File: config.mk
export PLATFORM = sky130hd
export DESIGN_NAME = pmu_bus_initiator
export DESIGN_NICKNAME = d
export VERILOG_FILES = /design/src/rtl/pmu_bus_initiator_pkg.sv /design/src/rtl/pmu_bus_initiator_bus_timeout_counter.sv /design/src/rtl/pmu_bus_initiator.sv
export SDC_FILE = /design/constraint.sdc
export NUM_CORES = 1
export LEC_CHECK = 0
export ABC_AREA = 1
export BUFFER_PORTS_ARGS = -buffer_cell sky130_fd_sc_hd__buf_2
export CORE_AREA = 5 5 120 122
export CTS_CLUSTER_SIZE = 25
export DETAILED_ROUTE_END_ITERATION = 6
export DIE_AREA = 0 0 125 127
export PLACE_DENSITY = 0.65
export SYNTH_ARGS = -nofsm -noshare
export SYNTH_HDL_FRONTEND = slang
export SYNTH_HIERARCHICAL = 1
export SYNTH_SLANG_ARGS = --single-unit
File: constraint.sdc
create_clock -name clk -period 3.6 [get_ports clk]
set_input_delay 0.72 -clock clk [delete_from_list [all_inputs] [get_ports clk]]
set_output_delay 0.72 -clock clk [all_outputs]
set_load 0.005 [all_outputs]
File: src/rtl/pmu_bus_initiator_pkg.sv
// Shared definitions for the PMU bus initiator: FSM encoding and the PMU window bases
// that the redundant PMU instantiations decode as well.
package pmu_bus_initiator_pkg;

    typedef enum logic [2:0] {
        ST_IDLE    = 3'd0,
        ST_REQ_PRI = 3'd1,
        ST_GAP     = 3'd2,
        ST_REQ_BAK = 3'd3,
        ST_RESP    = 3'd4
    } state_t;

    localparam logic [19:0] PMU_PRIMARY_BASE = 20'h3000_0;
    localparam logic [19:0] PMU_BACKUP_BASE  = 20'h3001_0;

    // Failure counters stick at all-ones instead of wrapping back to a healthy-looking zero.
    function automatic logic [7:0] sat_inc8(input logic [7:0] value);
        return (value == 8'hFF) ? value : value + 8'd1;
    endfunction

endpackage

File: src/rtl/pmu_bus_initiator_bus_timeout_counter.sv
// Counts bus request cycles that go unanswered; terminal marks the last cycle the
// initiator may keep valid_o high before abandoning the current window.
module bus_timeout_counter #(
    parameter int TIMEOUT_CYCLES = 16
) (
    input  logic clk,
    input  logic rst,
    input  logic clear,
    input  logic enable,
    output logic terminal
);

    localparam logic [7:0] LAST_COUNT = 8'(TIMEOUT_CYCLES - 1);

    logic [7:0] count;

    always_ff @(posedge clk or posedge rst) begin
        if (rst) begin
            count <= '0;
        end else if (clear) begin
            count <= '0;
        end else if (enable && !terminal) begin
            count <= count + 8'd1;
        end
    end

    assign terminal = (count == LAST_COUNT);

endmodule

File: src/rtl/pmu_bus_initiator.sv
// Host-side initiator for the redundant PMU pair: one command at a time, tried on the
// primary window first and retried on the backup window after a bus timeout.
module pmu_bus_initiator
    import pmu_bus_initiator_pkg::*;
#(
    parameter int WORD_SIZE      = 32,
    parameter int WHISBONE_ADR   = 32,
    parameter int OFFSET_W       = 12,
    parameter logic [WHISBONE_ADR-OFFSET_W-1:0] PRIMARY_BASE = PMU_PRIMARY_BASE,
    parameter logic [WHISBONE_ADR-OFFSET_W-1:0] BACKUP_BASE  = PMU_BACKUP_BASE,
    parameter int TIMEOUT_CYCLES = 16
) (
    input  logic                    clk,
    input  logic                    rst,
    input  logic                    cmd_valid_i,
    output logic                    cmd_ready_o,
    input  logic                    cmd_we_i,
    input  logic [OFFSET_W-1:0]     cmd_offset_i,
    input  logic [WORD_SIZE-1:0]    cmd_wdata_i,
    input  logic [3:0]              cmd_wstrb_i,
    output logic                    rsp_valid_o,
    input  logic                    rsp_ready_i,
    output logic [WORD_SIZE-1:0]    rsp_rdata_o,
    output logic                    rsp_err_o,
    output logic                    rsp_backup_o,
    output logic                    valid_o,
    input  logic                    ready_i,
    output logic                    wbs_we_o,
    output logic [WHISBONE_ADR-1:0] wbs_adr_o,
    output logic [WORD_SIZE-1:0]    wdata_o,
    output logic [3:0]              wstrb_o,
    input  logic [WORD_SIZE-1:0]    rdata_i,
    output logic [7:0]              primary_fail_cnt_o
);

    // Handshakes (cmd, rsp and bus alike): a transfer happens on a rising clk edge where
    // valid and ready are both high; a raised valid and its payload hold until then.

    state_t state;
    state_t state_next;

    logic                 we_q;
    logic [OFFSET_W-1:0]  offset_q;
    logic [WORD_SIZE-1:0] wdata_q;
    logic [3:0]           wstrb_q;

    logic [WORD_SIZE-1:0] rsp_rdata_q;
    logic                 rsp_err_q;
    logic                 rsp_backup_q;
    logic [7:0]           fail_cnt_q;

    logic                 accept;
    logic                 in_req;
    logic                 tmo_terminal;
    logic                 rsp_load;
    logic [WORD_SIZE-1:0] rsp_rdata_d;
    logic                 rsp_err_d;
    logic                 rsp_backup_d;
    logic                 fail_inc;

    assign in_req = (state == ST_REQ_PRI) || (state == ST_REQ_BAK);
    assign accept = cmd_valid_i && cmd_ready_o;

    bus_timeout_counter #(
        .TIMEOUT_CYCLES(TIMEOUT_CYCLES)
    ) u_timeout (
        .clk     (clk),
        .rst     (rst),
        .clear   (!in_req),
        .enable  (in_req && !ready_i),
        .terminal(tmo_terminal)
    );

    always_comb begin
        state_next   = state;
        cmd_ready_o  = 1'b0;
        rsp_valid_o  = 1'b0;
        valid_o      = 1'b0;
        wbs_we_o     = 1'b0;
        wbs_adr_o    = '0;
        wdata_o      = '0;
        wstrb_o      = 4'b0000;
        rsp_load     = 1'b0;
        rsp_rdata_d  = '0;
        rsp_err_d    = 1'b0;
        rsp_backup_d = 1'b0;
        fail_inc     = 1'b0;

        case (state)
            ST_IDLE: begin
                cmd_ready_o = 1'b1;
                if (cmd_valid_i) begin
                    state_next = ST_REQ_PRI;
                end
            end
            ST_REQ_PRI: begin
                valid_o   = 1'b1;
                wbs_we_o  = we_q;
                wbs_adr_o = {PRIMARY_BASE, offset_q};
                wdata_o   = wdata_q;
                wstrb_o   = wstrb_q;
                // A completion on the terminal cycle still counts as an answer.
                if (ready_i) begin
                    rsp_load    = 1'b1;
                    rsp_rdata_d = we_q ? '0 : rdata_i;
                    state_next  = ST_RESP;
                end else if (tmo_terminal) begin
                    fail_inc   = 1'b1;
                    state_next = ST_GAP;
                end
            end
            ST_GAP: begin
                state_next = ST_REQ_BAK;
            end
            ST_REQ_BAK: begin
                valid_o      = 1'b1;
                wbs_we_o     = we_q;
                wbs_adr_o    = {BACKUP_BASE, offset_q};
                wdata_o      = wdata_q;
                wstrb_o      = wstrb_q;
                rsp_backup_d = 1'b1;
                if (ready_i) begin
                    rsp_load    = 1'b1;
                    rsp_rdata_d = we_q ? '0 : rdata_i;
                    state_next  = ST_RESP;
                end else if (tmo_terminal) begin
                    rsp_load   = 1'b1;
                    rsp_err_d  = 1'b1;
                    state_next = ST_RESP;
                end
            end
            ST_RESP: begin
                rsp_valid_o = 1'b1;
                if (rsp_ready_i) begin
                    state_next = ST_IDLE;
                end
            end
            default: begin
                state_next = ST_IDLE;
            end
        endcase
    end

    always_ff @(posedge clk or posedge rst) begin
        if (rst) begin
            state <= ST_IDLE;
        end else begin
            state <= state_next;
        end
    end

    always_ff @(posedge clk or posedge rst) begin
        if (rst) begin
            we_q     <= 1'b0;
            offset_q <= '0;
            wdata_q  <= '0;
            wstrb_q  <= 4'b0000;
        end else if (accept) begin
            we_q     <= cmd_we_i;
            offset_q <= cmd_offset_i;
            wdata_q  <= cmd_wdata_i;
            wstrb_q  <= cmd_we_i ? cmd_wstrb_i : 4'b0000;
        end
    end

    always_ff @(posedge clk or posedge rst) begin
        if (rst) begin
            rsp_rdata_q  <= '0;
            rsp_err_q    <= 1'b0;
            rsp_backup_q <= 1'b0;
            fail_cnt_q   <= 8'd0;
        end else begin
            if (rsp_load) begin
                rsp_rdata_q  <= rsp_rdata_d;
                rsp_err_q    <= rsp_err_d;
                rsp_backup_q <= rsp_backup_d;
            end
            if (fail_inc) begin
                fail_cnt_q <= sat_inc8(fail_cnt_q);
            end
        end
    end

    assign rsp_rdata_o        = rsp_rdata_q;
    assign rsp_err_o          = rsp_err_q;
    assign rsp_backup_o       = rsp_backup_q;
    assign primary_fail_cnt_o = fail_cnt_q;

endmodule

### Word-level counts from Yosys, hierarchy flattened

Index checks and enable logic that the tools add are counted.
W data, S select, Z words.

* register bits after elaboration: 102
* input port bits: 86
* RAM bits: 0
* bits in latches: 0
* memories kept: 0
* bits in read-only memories: 0

* mux-type cells: 28
* divide/modulo/power cells: 0
* multiply operators: 0
* eq/ne operators: 11
* shifts and indexed selects: 0
* reductions and logical operators: 10
* bitwise logic cells: 1
* add/sub/neg operators: 2
* order comparisons: 0

Operators by type and width (number)
* $mux W32: 4
* $pmux W30 S2: 1
* $mux W3: 6
* $add A8 B1 Y8 const B: 2
* $mux W8: 2
* $pmux W3 S5: 1
* $mux W1: 11
* $eq A8 B4 Y1 const B: 1
* $eq A8 B8 Y1 const B: 1
* $mux W4: 2
* $eq A3 B2 Y1 const B: 2
* $ne A3 B2 Y1 const B: 2
* $ne A2 B2 Y1 const B: 2
* $reduce_and A4 Y1: 1
* $eq A3 B1 Y1 const B: 1
* $eq A3 B3 Y1 const B: 1
* $logic_and A1 B1 Y1: 3
* $logic_not A3 Y1: 1
* $logic_not A1 Y1: 2
* $ne A2 B1 Y1 const B: 1
* $pmux W1 S2: 1
* $reduce_and A2 Y1: 1
* $reduce_or A2 Y1: 1
* $logic_or A1 B1 Y1: 1
* $not A1 Y1: 1

### Logic depth before layout (Yosys ltp)

Gate-level depths: netlist of the first run.

* word-level depth: 6
* depth in mapped cells: 10

### Hierarchy

Netlist of the first run, hierarchy kept.

Modules (own cells, without submodules)
* pmu_bus_initiator: seq. area each 2352.3 um^2, cells each 535, area each 4503.1 um^2, instances 1
* bus_timeout_counter: seq. area each 200.2 um^2, cells each 68, area each 496.7 um^2, instances 1

### Worst setup path before layout of the first run

OpenSTA, ideal clock, no wires.

* path kind: register to output
* start point: register state[2]
* end point: output wbs_adr_o[0]
* arrival: 1.029 ns
* path buffers: 1
* stages on the path, launching flop included: 5
* data required time: 2.880 ns
* setup slack: 1.851 ns
* cell sequence: dfrtp_1 inv_2 nand2_1 buf_2 nor2_1

* cells in the longest elaborated chain, start to end: 2
* elaborated cells on any way between the ends: 3
* those cells by class: 2 x eq/ne; 1 x mux

Ends and longest elaborated chain
* start, declared: RTL line pmu_bus_initiator.sv:39 `state_t state;`
* start signal, assigned: RTL line pmu_bus_initiator.sv:148 `state <= state_next;`
* $eq A3 B2 Y1 / $eq A3 B1 Y1 (equally long branches): RTL line pmu_bus_initiator.sv:89 `case (state)`
* $pmux W30 S2 (*): RTL line pmu_bus_initiator.sv:89
* end, declared: RTL line pmu_bus_initiator.sv:29 `output logic [WHISBONE_ADR-1:0] wbs_adr_o,`

Every way passes the cells marked *; elsewhere a longest branch is shown, timed or not.

### Worst setup path in the final report of the first run

* start point: register state[2]
* end point: output wdata_o[5]

* cells in the longest elaborated chain, start to end: 3
* elaborated cells on any way between the ends: 4
* those cells by class: 2 x eq/ne; 1 x mux; 1 x reduce/logical

Ends and longest elaborated chain
* $eq A3 B1 Y1 / $eq A3 B2 Y1 (equally long branches): RTL line pmu_bus_initiator.sv:89
* $reduce_or A2 Y1 (no line) (*)
* $mux W32 (*): RTL line pmu_bus_initiator.sv:89
* end, declared: RTL line pmu_bus_initiator.sv:30 `output logic [WORD_SIZE-1:0] wdata_o,`

Marked as above.

==> impl_metrics.sql, run 1 <==
INSERT INTO impl_metrics (metric_group, metric, value, unit) VALUES
('clocking', 'clockRootBuffer', 'sky130_fd_sc_hd__clkbuf_16', ''),
('detailed_routing', 'route.detailed.drc', '0', ''),
('die', 'dieWidth', '125', 'um'),
('die', 'i_o_pin_total', '200', ''),
('detailed_routing', 'drt-initial-drc-count', '345', ''),
('clocking', 'cts.sinks', '102', ''),
('detailed_routing', 'via_per_inst', '4.25', ''),
('cells_and_area', 'area_growth_syn_to_layout', '24.4', '%'),
('cells_and_area', 'antennaDiodeCount', '0', ''),
('die', 'initial_cell_density_of_the_core', '38.2', '%'),
('sta', 'max-slew-margin-rel', '39.2', '%'),
('clocking', 'cts_hold_repair.buffers', '0', ''),
('setup_path', 'path_class', 'reg -> out', ''),
('clocking', 'clock_tree.buffer_depth', '2', ''),
('cells_and_area', 'final_layout_size_suffix_gt1_share', '33.4', '%'),
('sta', 'unrepaired_setup_endpoints_after_global_routing', 'no', ''),
('logic_synthesis', 'synth_seq_area_share', '51.1', '%'),
('detailed_routing', 'final_antenna_net_count', '0', ''),
('global_routing', 'grt_pass1_vias', '3708', ''),
('global_routing', 'grtUsageMet1', '18.7', '%'),
('sta', 'min_clock_period_post_route', '2.81', 'ns'),
('setup_path', 'crit_path_max_fo', '38', ''),
('clocking', 'clock_insertion_delay_worst_skew', '0.34', 'ns'),
('logic_synthesis', 'count_of_unique_library_cells_instantiated_by_yosys', '27', ''),
('logic_synthesis', 'yosysTopAreaCell', 'sky130_fd_sc_hd__dfrtp_1', ''),
('detailed_routing', 'drt-wirelength-per-cell', '12.3', 'um'),
('logic_synthesis', 'synth.area.top_cells', 'sky130_fd_sc_hd__dfrtp_1 51%, sky130_fd_sc_hd__nand2_1 9.8%, sky130_fd_sc_hd__inv_1 7.6%', ''),
('detailed_routing', 'vias', '4056', ''),
('sta', 'final_hold_viol_count', '0', ''),
('logic_synthesis', 'synth_async_sr_flop_share', '100', '%'),
('sta', 'final-max-slew-violation-count', '0', ''),
('logic_synthesis', 'netlist.area_leader.share', '51.1', '%'),
('clocking', 'cts_buffers', '9', ''),
('global_routing', 'gr_ovfl_total', '0', ''),
('logic_synthesis', 'cell_area_after_synthesis', '0.00500', 'mm^2'),
('detailed_routing', 'drt_wl_total', '11.7', 'mm'),
('detailed_routing', 'drt_pre_antenna_iters', '4', ''),
('place', 'placement.io_buffers', '182', ''),
('setup_path', 'worst_ep_required_time', '2.88', 'ns'),
('clocking', 'clock_tree.htree_level_count', '3', ''),
('setup_path', 'critPathArrivalTime', '2.09', 'ns'),
('pwr', 'power_density', '719', 'mW/mm^2'),
('die', 'floorplan.core_area', '0.0131', 'mm^2'),
('global_routing', 'grt_antenna_before_repair', '1', ''),
('clocking', 'postCtsSetupRepairBufs', '0', ''),
('global_routing', 'grt.busiest_layer', 'met2', ''),
('setup_path', 'rr_worst_depth', '8', ''),
('cells_and_area', 'nets_final', '861', ''),
('logic_synthesis', 'syn-mean-instance-area', '8.29', 'um^2'),
('cells_and_area', 'fillerInstances', '1323', ''),
('global_routing', 'grt.total_usage', '14.7', '%'),
('die', 'std_cell_rows', '42', ''),
('sta', 'layout_worst_path_cycle_share', '77.9', '%'),
('flow_run', 'cap_viol_max_count', '0', ''),
('cells_and_area', 'final_design_area_no_fill', '0.00622', 'mm^2'),
('setup_path', 'cp-start-kind', 'flip-flop', ''),
('die', 'chipHeight', '127', 'um'),
('logic_synthesis', 'synthCells', '603', ''),
('pwr', 'cellLeakagePower', '3.50', 'nW'),
('place', 'detailedPlacementHpwl', '8.62', 'mm'),
('place', 'place.gp.congestion', '0.782', ''),
('sta', 'finalSetupViolCount', '0', ''),
('logic_synthesis', 'synth.cells.most_frequent', '131 x sky130_fd_sc_hd__nand2_1, 102 x sky130_fd_sc_hd__dfrtp_1, 101 x sky130_fd_sc_hd__inv_1', ''),
('global_routing', 'use_met2', '24.5', '%'),
('hold_path', 'worstHoldPathType', 'in -> async', ''),
('run_status', 'outcome', 'complete, no violations', ''),
('clocking', 'clk_pin_slew', '0.06', 'ns'),
('global_routing', 'pin_count_of_the_biggest_net_entering_global_routing', '99', ''),
('logic_synthesis', 'ys_seq_elements', '102', ''),
('logic_synthesis', 'yosysWarningCount', '6', ''),
('sta', 'setup_total_negative_slack', '0', 'ns');
-- worst max-delay path, stage by stage, from the launching register on --
cell,delay (ns)
sky130_fd_sc_hd__dfrtp_1,0.52
sky130_fd_sc_hd__inv_2,0.09
sky130_fd_sc_hd__nand2_2,0.59
sky130_fd_sc_hd__buf_4,0.35
sky130_fd_sc_hd__nor2_1,0.07
sky130_fd_sc_hd__buf_2,0.13
-- metal layers --
metal | wire length [um] | share of wire (%) | up-vias
li1 | - | - | 2127
met3 | 708 | 6.0 | 13
met2 | 5860 | 50 | 104
met4 | 191 | 1.6 | 2
met5 | 20 | 0.17 | -
met1 | 4950 | 42 | 1810
-- flip-flops by register name, indices dropped and copies added, names as in the netlist --
signal and cells:
primary_fail_cnt_o 8, rsp_rdata_o 32, wstrb_q 4, rsp_backup_o 1
u_timeout/count 8, state 3, we_q 1, rsp_err_o 1
wdata_q 32, offset_q 12
-- cells in the final DEF, fill, tap and decap left out, types with 2 or more instances in the layout --
cell                        instances
sky130_fd_sc_hd__nor2_1            70
sky130_fd_sc_hd__nor2_8             2
sky130_fd_sc_hd__conb_1            17
sky130_fd_sc_hd__clkinv_2           3
sky130_fd_sc_hd__buf_12             2
sky130_fd_sc_hd__ha_1               2
sky130_fd_sc_hd__nor3_1             3
sky130_fd_sc_hd__nor2_4             5
sky130_fd_sc_hd__clkbuf_1           2
sky130_fd_sc_hd__clkbuf_16          9
sky130_fd_sc_hd__nand4_1            3
sky130_fd_sc_hd__o21ai_2           20
sky130_fd_sc_hd__dfrtp_1          102
sky130_fd_sc_hd__buf_2            182
sky130_fd_sc_hd__nand3_1           18
sky130_fd_sc_hd__o21ai_0           33
sky130_fd_sc_hd__inv_2              5
sky130_fd_sc_hd__inv_1            100
sky130_fd_sc_hd__o21ai_1           32
sky130_fd_sc_hd__nand3_2            3
sky130_fd_sc_hd__xor2_1             3
sky130_fd_sc_hd__xnor2_1            2
sky130_fd_sc_hd__nand2_2           23
sky130_fd_sc_hd__nand2_1          130
-- metrics by stage --
stage / hold WS, ns / util (%) / setup WS (ns) / cells / power [mW]
after global routing: 0.380 / 47.5 / 0.614 / 954 / 4.86
after floorplan: 0.465 / - / 0.431 / 619 / 2.99
after global placement: 0.453 / 45.5 / 1.17 / 938 / 3.61
final: 0.359 / 47.5 / 0.795 / 954 / 4.47
after detailed placement: 0.462 / 45.5 / 1.11 / 938 / 3.65
after CTS: 0.358 / 47.5 / 0.731 / 954 / 4.56
-- power breakdown --
part	total, mW	switching [mW]	internal (mW)
registers	1.78	0.182	1.60
logic	1.80	1.09	0.715
clock network	0.885	0.400	0.485
total	4.47	1.67	2.80
-- logic make-up (layout without fill, tap and decap cells) --
group                    Yosys count  in the layout  synth area share [%]
flip-flops                       102            102                  51.1
other                              1             17                0.0750
buffers and inverters            148            307                  13.8
AO/OA/AOI/OAI                     87             87                  10.6
adder cells (fa/ha/maj)            2              2                 0.500
XOR/XNOR                           5              5                 0.876
AND/OR/NAND/NOR                  258            258                  23.1
-- final cells by class --
class / count / area [um^2] / area share (%)
Tap cell: 176 / 220 / 3.54
Multi-Input combinational cell: 369 / 1820 / 29.2
Timing Repair Buffer: 185 / 958 / 15.4
Clock buffer: 12 / 246 / 3.96
Sequential cell: 102 / 2550 / 41.0
Clock inverter: 4 / 22.5 / 0.362
Inverter: 106 / 400 / 6.44
-- worst paths after layout --
| kind | startpoint | to | slack [ns] |
|---|---|---|---|
| worst min register to register | rsp_backup_o | rsp_backup_o | 0.47 |
| min in group clk | rsp_backup_o | rsp_backup_o | 0.47 |
| worst max register to register | state[2] | u_timeout/count[5] | 1.50 |
| worst max-delay path | state[2] | wdata_o[5] | 0.79 |
| max in group asynchronous | rst | rsp_rdata_o[0] | 2.49 |
| worst min-delay path | rst | u_timeout/count[7] | 0.36 |
Note: power is estimated with default switching activity, not from simulation.
==> run 2, diff against run 1 <==
- clock period: 3.6 -> 2.9 ns (I/O delays scaled with it)
==> impl_metrics.sql, run 2 (same netlist as run 1, synthesis figures left out) <==
INSERT INTO impl_metrics (metric_group, metric, value, unit) VALUES
('run_status', 'outcome', 'complete, no violations', ''),
('sta', 'unrepaired_setup_endpoints_after_global_routing', 'no', ''),
('global_routing', 'grt_pass1_vias', '4028', ''),
('sta', 'min_clock_period_post_route', '2.48', 'ns'),
('clocking', 'clock_insertion_delay_worst_skew', '0.34', 'ns'),
('clocking', 'cts_buffers', '9', ''),
('setup_path', 'worst_path_max_delay_cell', 'sky130_fd_sc_hd__dfrtp_1', ''),
('sta', 'max_clock_freq', '402', 'MHz'),
('sta', 'setup_total_negative_slack', '0', 'ns'),
('clocking', 'clock_tree.htree_level_count', '3', ''),
('die', 'dieWidth', '125', 'um'),
('setup_path', 'regToRegEndpoint', 'u_timeout/count[5]', ''),
('setup_path', 'cp_delay_by_family_top', 'buffers and inverters', ''),
('detailed_routing', 'drt_wl_total', '11.9', 'mm'),
('die', 'std_cell_rows', '42', ''),
('cells_and_area', 'final_layout_size_suffix_gt1_share', '33.5', '%'),
('die', 'chipHeight', '127', 'um'),
('clocking', 'clock_tree.buffer_depth', '2', ''),
('die', 'initial_cell_density_of_the_core', '38.2', '%'),
('place', 'detailedPlacementHpwl', '8.91', 'mm'),
('global_routing', 'grt_antenna_before_repair', '2', ''),
('detailed_routing', 'final_antenna_net_count', '0', ''),
('die', 'design.die.area', '0.0159', 'mm^2'),
('setup_path', 'timing.critical_path.to_type', 'primary output', ''),
('hold_path', 'worstHoldPathType', 'in -> async', ''),
('sta', 'worst_pin_slew', '0.932', 'ns'),
('cells_and_area', 'final_cell_mix', '182 x sky130_fd_sc_hd__buf_2, 130 x sky130_fd_sc_hd__nand2_1, 102 x sky130_fd_sc_hd__dfrtp_1, 100 x sky130_fd_sc_hd__inv_1, 70 x sky130_fd_sc_hd__nor2_1', ''),
('detailed_routing', 'vias', '4144', ''),
('setup_path', 'path_class', 'reg -> out', ''),
('setup_path', 'critical-path-max-stage-delay', '0.54', 'ns'),
('sta', 'finalSetupViolCount', '0', ''),
('clocking', 'clockRootBuffer', 'sky130_fd_sc_hd__clkbuf_16', ''),
('detailed_routing', 'drt-initial-drc-count', '274', ''),
('clocking', 'postCtsSetupRepairBufs', '0', ''),
('sta', 'final_hold_viol_count', '0', ''),
('clocking', 'clk_pin_slew', '0.06', 'ns'),
('clocking', 'post_cts_resize_count', '0', ''),
('clocking', 'cts.sinks', '102', ''),
('global_routing', 'global_route_wire_length_before_repair', '19.5', 'mm'),
('cells_and_area', 'area_growth_syn_to_layout', '25.6', '%'),
('setup_path', 'cp-start-kind', 'flip-flop', ''),
('setup_path', 'worst_ep_required_time', '2.32', 'ns'),
('global_routing', 'pin_count_of_the_biggest_net_entering_global_routing', '99', ''),
('pwr', 'worst_ir_drop_vdd', '0.338', 'mV'),
('pwr', 'power_density', '916', 'mW/mm^2'),
('cells_and_area', 'layout.cells.most_common', 'sky130_fd_sc_hd__buf_2', ''),
('die', 'floorplan.core_area', '0.0131', 'mm^2'),
('setup_path', 'timing.critical_path.buf_inv', '3', ''),
('detailed_routing', 'drt_pre_antenna_iters', '4', ''),
('global_routing', 'gr_ovfl_total', '0', ''),
('setup_path', 'r2r_start', 'state[2]', ''),
('sta', 'max-slew-margin-rel', '37.6', '%'),
('setup_path', 'crit_path_max_fo', '26', ''),
('detailed_routing', 'drt-wirelength-per-cell', '12.4', 'um'),
('sta', 'clock-skew-final', '0.00719', 'ns'),
('setup_path', 'rr_worst_depth', '9', ''),
('setup_path', 'critPathArrivalTime', '1.90', 'ns'),
('cells_and_area', 'fillerInstances', '1324', ''),
('die', 'i_o_pin_total', '200', ''),
('setup_path', 'setup.reg_to_reg.worst_slack', '0.86', 'ns'),
('place', 'placement.io_buffers', '182', ''),
('detailed_routing', 'via_per_inst', '4.33', ''),
('global_routing', 'grt.total_usage', '15.1', '%'),
('pwr', 'cellLeakagePower', '3.52', 'nW'),
('clocking', 'cts_tree', 'done', ''),
('clocking', 'cts_hold_repair.buffers', '0', ''),
('sta', 'final-max-slew-violation-count', '0', ''),
('flow_run', 'cap_viol_max_count', '0', ''),
('detailed_routing', 'route.detailed.drc', '0', ''),
('cells_and_area', 'nets_final', '864', ''),
('sta', 'layout_worst_path_cycle_share', '85.7', '%'),
('place', 'place.gp.congestion', '0.802', ''),
('setup_path', 'crit_chain', 'inv_2, nand2_2, buf_4, nor2_1, buf_2', ''),
('pwr', 'post-layout-total-power', '5.75', 'mW');
-- run 2: changes by cell type in the layout (fill, tap and decap cells not counted) --
cell,change
sky130_fd_sc_hd__clkinvlp_4,+1
sky130_fd_sc_hd__clkbuf_1,+1
sky130_fd_sc_hd__diode_2,+1
sky130_fd_sc_hd__bufinv_16,+2
sky130_fd_sc_hd__buf_4,+4
sky130_fd_sc_hd__inv_4,-1
sky130_fd_sc_hd__clkinv_2,-3
sky130_fd_sc_hd__buf_12,-1
-- run 2: worst max path at each step --
stage | from | endpoint | slack (ns) | cells after the start
after floorplan | rst | offset_q[0] | 1.21 | 1
after global placement | state[2] | wbs_we_o | 0.82 | 5
after detailed placement | state[2] | wbs_adr_o[5] | 0.78 | 5
after CTS | state[2] | wbs_adr_o[5] | 0.38 | 5
after global routing | state[2] | wdata_o[26] | 0.23 | 5
final | state[2] | wbs_adr_o[5] | 0.42 | 5
-- run 2: power breakdown --
part           total (mW)  leakage [nW]  internal (mW)  switching [mW]
clock                1.30         0.150          0.782           0.516
sequential           2.21          1.30           1.99           0.226
combinational        2.24          2.08          0.895            1.35
total                5.75          3.52           3.66            2.09
-- run 2: layout make-up --
| type | count | area [um^2] | area share, % |
|---|---|---|---|
| inverters | 106 | 402 | 6.39 |
| repair buffers | 188 | 968 | 15.4 |
| clock inverters | 3 | 67.6 | 1.08 |
| multi-input cells | 369 | 1820 | 28.9 |
| well taps | 176 | 220 | 3.51 |
| flip-flops and latches | 102 | 2550 | 40.6 |
| diodes | 1 | 2.50 | 0.0398 |
| clock buffers | 13 | 250 | 3.98 |
-- run 2: per-stage QoR --
| stage | area, um^2 | hold WS (ns) | setup slack [ns] | std cells | utilization, % |
|---|---|---|---|---|---|
| CTS | 6280 | 0.229 | 0.381 | 957 | 48.0 |
| finish | 6280 | 0.242 | 0.415 | 958 | 48.0 |
| detailed placement | 5960 | 0.461 | 0.777 | 941 | 45.6 |
| global route | 6280 | 0.248 | 0.226 | 958 | 48.0 |
| floorplan | 5060 | 0.396 | 1.21 | 619 | - |
| global placement | 5960 | 0.455 | 0.821 | 941 | 45.6 |
-- run 2: layer usage --
metal  wire (um)  vias to the layer above  global-route usage, %
met5          13                        -                      0
met4         299                        2                   6.12
met3         745                       22                   4.47
met2        5840                      116                   25.5
met1        5020                     1869                   18.1
li1            -                     2135                      -
